[config.mk]
export PLATFORM = sky130hd
export DESIGN_NAME = pipeline_stall_ctrl_flat
export DESIGN_NICKNAME = d
export VERILOG_FILES = /design/src/rtl/pipeline_stall_ctrl_pkg.sv /design/src/rtl/pipeline_stall_ctrl_if.sv /design/src/rtl/pipeline_stall_ctrl_sat_counter.sv /design/src/rtl/pipeline_stall_ctrl.sv /design/src/flat_wrapper.sv
export SDC_FILE = /design/constraint.sdc
export NUM_CORES = 1
export LEC_CHECK = 0
export CAP_MARGIN = 20
export CORE_MARGIN = 2
export CORE_UTILIZATION = 40
export CTS_BUF_LIST = sky130_fd_sc_hd__clkbuf_8 sky130_fd_sc_hd__clkbuf_16
export CTS_CLUSTER_SIZE = 16
export DETAILED_ROUTE_END_ITERATION = 10
export GPL_TIMING_DRIVEN = 0
export MAX_ROUTING_LAYER = met4
export PLACE_DENSITY = 0.75
export SLEW_MARGIN = 10
export SYNTH_ARGS = -nofsm -noshare
export SYNTH_HDL_FRONTEND = slang
export SYNTH_HIERARCHICAL = 1
export SYNTH_SLANG_ARGS = --single-unit
[constraint.sdc]
create_clock -name clk_i -period 2.7 [get_ports clk_i]
set_input_delay 0.81 -clock clk_i [delete_from_list [all_inputs] [get_ports clk_i]]
set_output_delay 0.81 -clock clk_i [all_outputs]
set_load 0.03 [all_outputs]
[src/rtl/pipeline_stall_ctrl_pkg.sv]
// Shared types for the pipeline stall controller: FSM state codes, the
// per-stage control bundle and the normal-decode priority function.
package pipe_ctrl_pkg;

  localparam int CNT_W_DEFAULT = 32;

  typedef enum logic [1:0] {
    ST_RUN      = 2'd0,
    ST_MEM_WAIT = 2'd1,
    ST_ERROR    = 2'd2
  } state_e;

  typedef struct packed {
    logic pc_we;
    logic ifid_we;
    logic ifid_flush;
    logic idex_bubble;
    logic back_we;
  } ctrl_t;

  localparam ctrl_t CTRL_FREEZE = '0;

  // Load-use wins over a taken branch: the branch operands are not valid yet,
  // so the branch is re-evaluated once the bubble has gone through.
  function automatic ctrl_t normal_decode(input logic lu, input logic branch);
    ctrl_t c;
    c = '{pc_we: 1'b1, ifid_we: 1'b1, ifid_flush: 1'b0, idex_bubble: 1'b0, back_we: 1'b1};
    if (lu) begin
      c.pc_we       = 1'b0;
      c.ifid_we     = 1'b0;
      c.idex_bubble = 1'b1;
    end else if (branch) begin
      c.ifid_flush = 1'b1;
    end
    return c;
  endfunction

endpackage

[src/rtl/pipeline_stall_ctrl_if.sv]
// Hazard/memory request inputs and per-stage pipeline controls of the stall
// controller; the slave modport is the controller, master is its environment.
interface pipeline_stall_ctrl_if
  import pipe_ctrl_pkg::*;
#(
  parameter int CNT_W = CNT_W_DEFAULT
);
  logic             hz_stall_i;
  logic             hz_pcwrite_i;
  logic             hz_noop_i;
  logic             branch_taken_i;
  logic             mem_req_i;
  logic             mem_ready_i;
  logic             pc_we_o;
  logic             ifid_we_o;
  logic             ifid_flush_o;
  logic             idex_bubble_o;
  logic             back_we_o;
  logic [CNT_W-1:0] stall_cnt_o;
  logic [CNT_W-1:0] flush_cnt_o;
  logic             err_o;

  modport master (
    output hz_stall_i, hz_pcwrite_i, hz_noop_i, branch_taken_i, mem_req_i, mem_ready_i,
    input  pc_we_o, ifid_we_o, ifid_flush_o, idex_bubble_o, back_we_o,
    input  stall_cnt_o, flush_cnt_o, err_o
  );

  modport slave (
    input  hz_stall_i, hz_pcwrite_i, hz_noop_i, branch_taken_i, mem_req_i, mem_ready_i,
    output pc_we_o, ifid_we_o, ifid_flush_o, idex_bubble_o, back_we_o,
    output stall_cnt_o, flush_cnt_o, err_o
  );

endinterface

[src/rtl/pipeline_stall_ctrl_sat_counter.sv]
// Saturating up-counter: holds at all-ones instead of wrapping.
module sat_counter #(
  parameter int W = 32
) (
  input  logic         clk_i,
  input  logic         rst_i,
  input  logic         inc_i,
  output logic [W-1:0] cnt_o
);

  logic [W-1:0] cnt_reg;

  always_ff @(posedge clk_i or negedge rst_i) begin
    if (!rst_i) begin
      cnt_reg <= '0;
    end else if (inc_i && (cnt_reg != '1)) begin
      cnt_reg <= cnt_reg + 1'b1;
    end
  end

  assign cnt_o = cnt_reg;

endmodule

[src/rtl/pipeline_stall_ctrl.sv]
// Load-use / memory-wait stall controller for a 5-stage pipeline, with
// stall/flush performance counters and a memory-wait timeout watchdog.
module pipeline_stall_ctrl
  import pipe_ctrl_pkg::*;
#(
  parameter int MEM_TIMEOUT = 256,
  parameter int CNT_W       = CNT_W_DEFAULT
) (
  input logic                  clk_i,
  input logic                  rst_i,
  pipeline_stall_ctrl_if.slave bus
);

  localparam int                WAIT_W    = $clog2(MEM_TIMEOUT);
  localparam logic [WAIT_W-1:0] WAIT_LAST = WAIT_W'(MEM_TIMEOUT - 1);

  state_e            state_reg, state_next;
  logic [WAIT_W-1:0] wait_reg, wait_next;
  ctrl_t             ctrl_norm, ctrl_next, ctrl_out;
  logic              lu;
  logic              stall_next;
  logic [1:0]        cnt_inc;
  logic [CNT_W-1:0]  cnt_val [2];

  // Any malformed combination of the three detector lines is a full stall.
  assign lu        = bus.hz_stall_i | bus.hz_noop_i | ~bus.hz_pcwrite_i;
  assign ctrl_norm = normal_decode(lu, bus.branch_taken_i);

  always_ff @(posedge clk_i or negedge rst_i) begin
    if (!rst_i) begin
      state_reg <= ST_RUN;
      wait_reg  <= '0;
    end else begin
      state_reg <= state_next;
      wait_reg  <= wait_next;
    end
  end

  always_comb begin
    state_next = state_reg;
    wait_next  = wait_reg;
    ctrl_next  = CTRL_FREEZE;
    stall_next = 1'b0;
    case (state_reg)
      ST_RUN: begin
        if (bus.mem_req_i && !bus.mem_ready_i) begin
          stall_next = 1'b1;
          state_next = ST_MEM_WAIT;
          wait_next  = WAIT_W'(1);
        end else begin
          ctrl_next  = ctrl_norm;
          stall_next = lu;
        end
      end
      // The MEM stage is frozen here, so mem_req_i carries no new information.
      ST_MEM_WAIT: begin
        if (bus.mem_ready_i) begin
          ctrl_next  = ctrl_norm;
          stall_next = lu;
          state_next = ST_RUN;
          wait_next  = '0;
        end else if (wait_reg == WAIT_LAST) begin
          stall_next = 1'b1;
          state_next = ST_ERROR;
        end else begin
          stall_next = 1'b1;
          wait_next  = wait_reg + 1'b1;
        end
      end
      ST_ERROR: begin
        ctrl_next = CTRL_FREEZE;
      end
      default: begin
        state_next = ST_RUN;
        wait_next  = '0;
      end
    endcase
  end

  // Outputs go to freeze the moment reset asserts, without waiting for an edge.
  assign ctrl_out   = rst_i ? ctrl_next : CTRL_FREEZE;
  assign cnt_inc[0] = rst_i & stall_next;
  assign cnt_inc[1] = ctrl_out.ifid_flush;

  generate
    for (genvar gi = 0; gi < 2; gi++) begin : g_cnt
      sat_counter #(.W(CNT_W)) u_cnt (
        .clk_i (clk_i),
        .rst_i (rst_i),
        .inc_i (cnt_inc[gi]),
        .cnt_o (cnt_val[gi])
      );
    end
  endgenerate

  assign bus.pc_we_o       = ctrl_out.pc_we;
  assign bus.ifid_we_o     = ctrl_out.ifid_we;
  assign bus.ifid_flush_o  = ctrl_out.ifid_flush;
  assign bus.idex_bubble_o = ctrl_out.idex_bubble;
  assign bus.back_we_o     = ctrl_out.back_we;
  assign bus.stall_cnt_o   = cnt_val[0];
  assign bus.flush_cnt_o   = cnt_val[1];
  assign bus.err_o         = (state_reg == ST_ERROR);

endmodule
[src/flat_wrapper.sv]
// flat-port wrapper written by rule: the top's interface ports become plain ports
module pipeline_stall_ctrl_flat import pipe_ctrl_pkg::*;
#(
  parameter int MEM_TIMEOUT = 256,
  parameter int CNT_W       = CNT_W_DEFAULT
)
  (clk_i, rst_i, bus_hz_stall_i, bus_hz_pcwrite_i, bus_hz_noop_i, bus_branch_taken_i, bus_mem_req_i, bus_mem_ready_i, bus_pc_we_o, bus_ifid_we_o, bus_ifid_flush_o, bus_idex_bubble_o, bus_back_we_o, bus_stall_cnt_o, bus_flush_cnt_o, bus_err_o);
  pipeline_stall_ctrl_if #(.CNT_W(CNT_W)) bus_i ();
  input logic clk_i;
  input logic rst_i;
  input wire logic [$bits(bus_i.hz_stall_i)-1:0] bus_hz_stall_i;
  input wire logic [$bits(bus_i.hz_pcwrite_i)-1:0] bus_hz_pcwrite_i;
  input wire logic [$bits(bus_i.hz_noop_i)-1:0] bus_hz_noop_i;
  input wire logic [$bits(bus_i.branch_taken_i)-1:0] bus_branch_taken_i;
  input wire logic [$bits(bus_i.mem_req_i)-1:0] bus_mem_req_i;
  input wire logic [$bits(bus_i.mem_ready_i)-1:0] bus_mem_ready_i;
  output wire logic [$bits(bus_i.pc_we_o)-1:0] bus_pc_we_o;
  output wire logic [$bits(bus_i.ifid_we_o)-1:0] bus_ifid_we_o;
  output wire logic [$bits(bus_i.ifid_flush_o)-1:0] bus_ifid_flush_o;
  output wire logic [$bits(bus_i.idex_bubble_o)-1:0] bus_idex_bubble_o;
  output wire logic [$bits(bus_i.back_we_o)-1:0] bus_back_we_o;
  output wire logic [$bits(bus_i.stall_cnt_o)-1:0] bus_stall_cnt_o;
  output wire logic [$bits(bus_i.flush_cnt_o)-1:0] bus_flush_cnt_o;
  output wire logic [$bits(bus_i.err_o)-1:0] bus_err_o;
  assign bus_i.hz_stall_i = bus_hz_stall_i;
  assign bus_i.hz_pcwrite_i = bus_hz_pcwrite_i;
  assign bus_i.hz_noop_i = bus_hz_noop_i;
  assign bus_i.branch_taken_i = bus_branch_taken_i;
  assign bus_i.mem_req_i = bus_mem_req_i;
  assign bus_i.mem_ready_i = bus_mem_ready_i;
  assign bus_pc_we_o = bus_i.pc_we_o;
  assign bus_ifid_we_o = bus_i.ifid_we_o;
  assign bus_ifid_flush_o = bus_i.ifid_flush_o;
  assign bus_idex_bubble_o = bus_i.idex_bubble_o;
  assign bus_back_we_o = bus_i.back_we_o;
  assign bus_stall_cnt_o = bus_i.stall_cnt_o;
  assign bus_flush_cnt_o = bus_i.flush_cnt_o;
  assign bus_err_o = bus_i.err_o;
  pipeline_stall_ctrl #(.MEM_TIMEOUT(MEM_TIMEOUT), .CNT_W(CNT_W)) u_core (.clk_i(clk_i), .rst_i(rst_i), .bus(bus_i));
endmodule
==> out/results.ini <==
[power_and_ir_drop]
internal-power_mw = 1.93
vdd_drop_max_mv = 0.483
power_frac_seq = 0.466
p_sw_frac = 0.300
leakage_nw = 2.13
p_clk_frac = 0.340
p_switching_uw = 826
power_density_mw_per_mm2 = 531
p_total_mw = 2.75
power_frac_comb = 0.194

[route]
firstDrtPassIters = 6
wire_per_inst_um = 16.1
via_count = 3291
antenna_left = 0
via_per_inst = 5.47
wl_mm = 9.72
drt-initial-drc-count = 112
drc_errors = 0

[cells_and_area]
final_nets = 479
diodes = 0
fin_cells = 602
design_area_sq_mm = 0.00518
largest_reg_flops = 64
n_fill_cell = 816
multiInputGateArea_sq_mm = 0.00201
area.sequential_sq_mm = 0.00185
final_layout_size_suffix_gt1_frac = 0.131
final_util = 0.555
syn2layout_area_growth_pct = 33.4

[clocking]
cts_root_buffer = clkbuf_8
cts_hold_buf = 0
htreeDepth = 3
clock_latency_ps = 340
cts.clk_slew.worst_paths_ps = 80
clkSinkCount = 74
cts_made_buffers = 9
clockBufferDepth = 2
cts_tree = yes

[worst_setup_path]
crit_fanout = 3
endpoint = bus_pc_we_o
slowest_delay_ps = 260
ff2ff_path_depth = 10
cpMostUsedCell = nor2_4
startpoint_type = primary input
cp.depth = 7
crit_path_top_delay_cell = dlygate4sd2_1
r2r_start = u_core/state_reg[0]
crit_chain = dlygate4sd2_1, nor2_2, nor2_4, nor2_4, and2_4, buf_4, buf_6
critPathBufInv = 3
crit_start = bus_mem_req_i
cp_top_family = simple AND/OR/NAND/NOR gates
regToRegSetupSlack_ps = 300
required_ps = 1890
regToRegEndpoint = u_core/g_cnt[0].u_cnt/cnt_o[29]
critPathArrivalTime_ps = 1820
critical_path_class = in -> out
critPathCaptureType = primary output

[timing]
skew_ps = 11.9
fin_crit_ps = 2630
rsz0062_at_grt = yes
tns_ps = 0
max_freq_mhz = 380
setup_viol = 0
holdWs_ps = 278
relSlewSlack = 0.565
hold_viol = 0
finalCritPeriodShare = 0.976
worstMarginPinSlew_ps = 643
setup_slack_ps = 65.5
slew_violations = 0

[synthesis]
ys_types = 49
ys_ff_latch = 74
yosysTopAreaCell = dfrtp_1
seq_area_frac_synth = 0.477
synth_top_area_share = 0.477
synth_edf_count = 0
synth_common_cells = dfrtp_1, xnor2_1, nand2_1
netlist_area_sq_mm = 0.00388
yosysMostFrequentCell = dfrtp_1
synthTopCellsByArea = dfrtp_1, xnor2_1, nand4_1, nand3_1, nand2_1
synth-warning-count = 6
synth_cells = 376
avgSynthCellArea_sq_um = 10.3
synthesis.nets = 387
async_flop_share = 1.00
synth_flop_cell = dfrtp_1

[placement]
dp_hpwl_mm = 6.85
place_area_sq_mm = 0.00485
port_buffers = 77
place_congestion = 0.829
post-place-ws_ps = -846
place_inst = 583

[floorplan]
die-height_um = 103
fp.dieW_um = 103
initial_utilization = 0.416
coreArea_sq_mm = 0.00933
rows = 35
io_pins = 78
die_area_sq_mm = 0.0105

[global_route]
grt_max_degree = 27
grt_pass1_wl_mm = 15.9
antenna_found_initial = 0
grt_use_total = 0.198
grt_pass1_vias = 3174
overflow = 0

[outcome]
run_status = finished clean

[flow_run]
maxCapViolCount = 0

[min_path]
hold_path_class = in -> async

cell families (layout without fill, tap and decap cells):
group,after synthesis,count (layout),synth area share
multiplexers,6,6,0.0168
adder cells (fa/ha/maj),3,3,0.00967
AO/OA/AOI/OAI,30,30,0.0580
buffers and inverters,12,109,0.0167
flip-flops,74,74,0.477
AND/OR/NAND/NOR,193,193,0.291
XOR/XNOR,58,58,0.131
timing repair:
| item | 4_1_cts | 5_1_grt |
|---|---|---|
| setup endpoints to repair | 43 | 12 |
| pin swaps | 4 | 1 |
| cloned | 2 | 0 |
| gates resized for setup | 39 | 8 |
| setup buffers | 0 | 2 |
power groups by stage:
| stage | logic, mW | registers, mW | clock network (mW) |
|---|---|---|---|
| 2_1_floorplan | 0.167 | 1.42 | 0 |
| 3_3_place_gp | 0.505 | 1.30 | 0 |
| 3_5_place_dp | 0.520 | 1.30 | 0 |
| 4_1_cts | 0.541 | 1.28 | 0.952 |
| 5_1_grt | 0.577 | 1.30 | 1.00 |
| 6_report | 0.535 | 1.28 | 0.935 |
worst min-delay path by stage:
stage | from | end | slack [ps] | cells after the start
after floorplan | u_core/wait_reg[5] | u_core/wait_reg[5] | 490 | 1
after global placement | u_core/g_cnt[1].u_cnt/cnt_o[31] | u_core/g_cnt[1].u_cnt/cnt_o[31] | 490 | 1
after detailed placement | u_core/g_cnt[1].u_cnt/cnt_o[31] | u_core/g_cnt[1].u_cnt/cnt_o[31] | 500 | 1
after CTS | rst_i | u_core/g_cnt[1].u_cnt/cnt_o[30] | 270 | 1
after global routing | rst_i | u_core/g_cnt[1].u_cnt/cnt_o[30] | 260 | 1
final | rst_i | u_core/g_cnt[1].u_cnt/cnt_o[30] | 280 | 1
layer usage:
layer / part of all wire / vias up / global-route usage
li1: - / 1565 / -
met1: 0.46 / 1624 / 0.261
met2: 0.49 / 96 / 0.310
met3: 0.052 / 6 / 0.0414
met4: 0.0047 / 0 / 0.0595
met5: 0 / - / -
cells in the final DEF (no fill, tap or decap), types with 5 or more instances in the layout:
cell,count
a21oi_1,8
and3_1,6
and4_1,10
clkbuf_8,9
clkdlybuf4s50_1,65
dfrtp_1,74
dlygate4sd2_1,5
nand2_1,38
nand3_1,31
nand4_1,32
nor2_1,21
nor3_1,10
nor4_1,6
o211ai_1,5
xnor2_1,48
xor2_1,10
area by class of cell:
cell class | instances | share of cell area
Sequential cell | 74 | 0.357
Tap cell | 129 | 0.0312
Clock buffer | 9 | 0.0239
Buffer | 7 | 0.00942
Multi-Input combinational cell | 290 | 0.388
Clock inverter | 7 | 0.0181
Timing Repair Buffer | 82 | 0.169
Inverter | 4 | 0.00290
(Power assumes the default switching activity.)
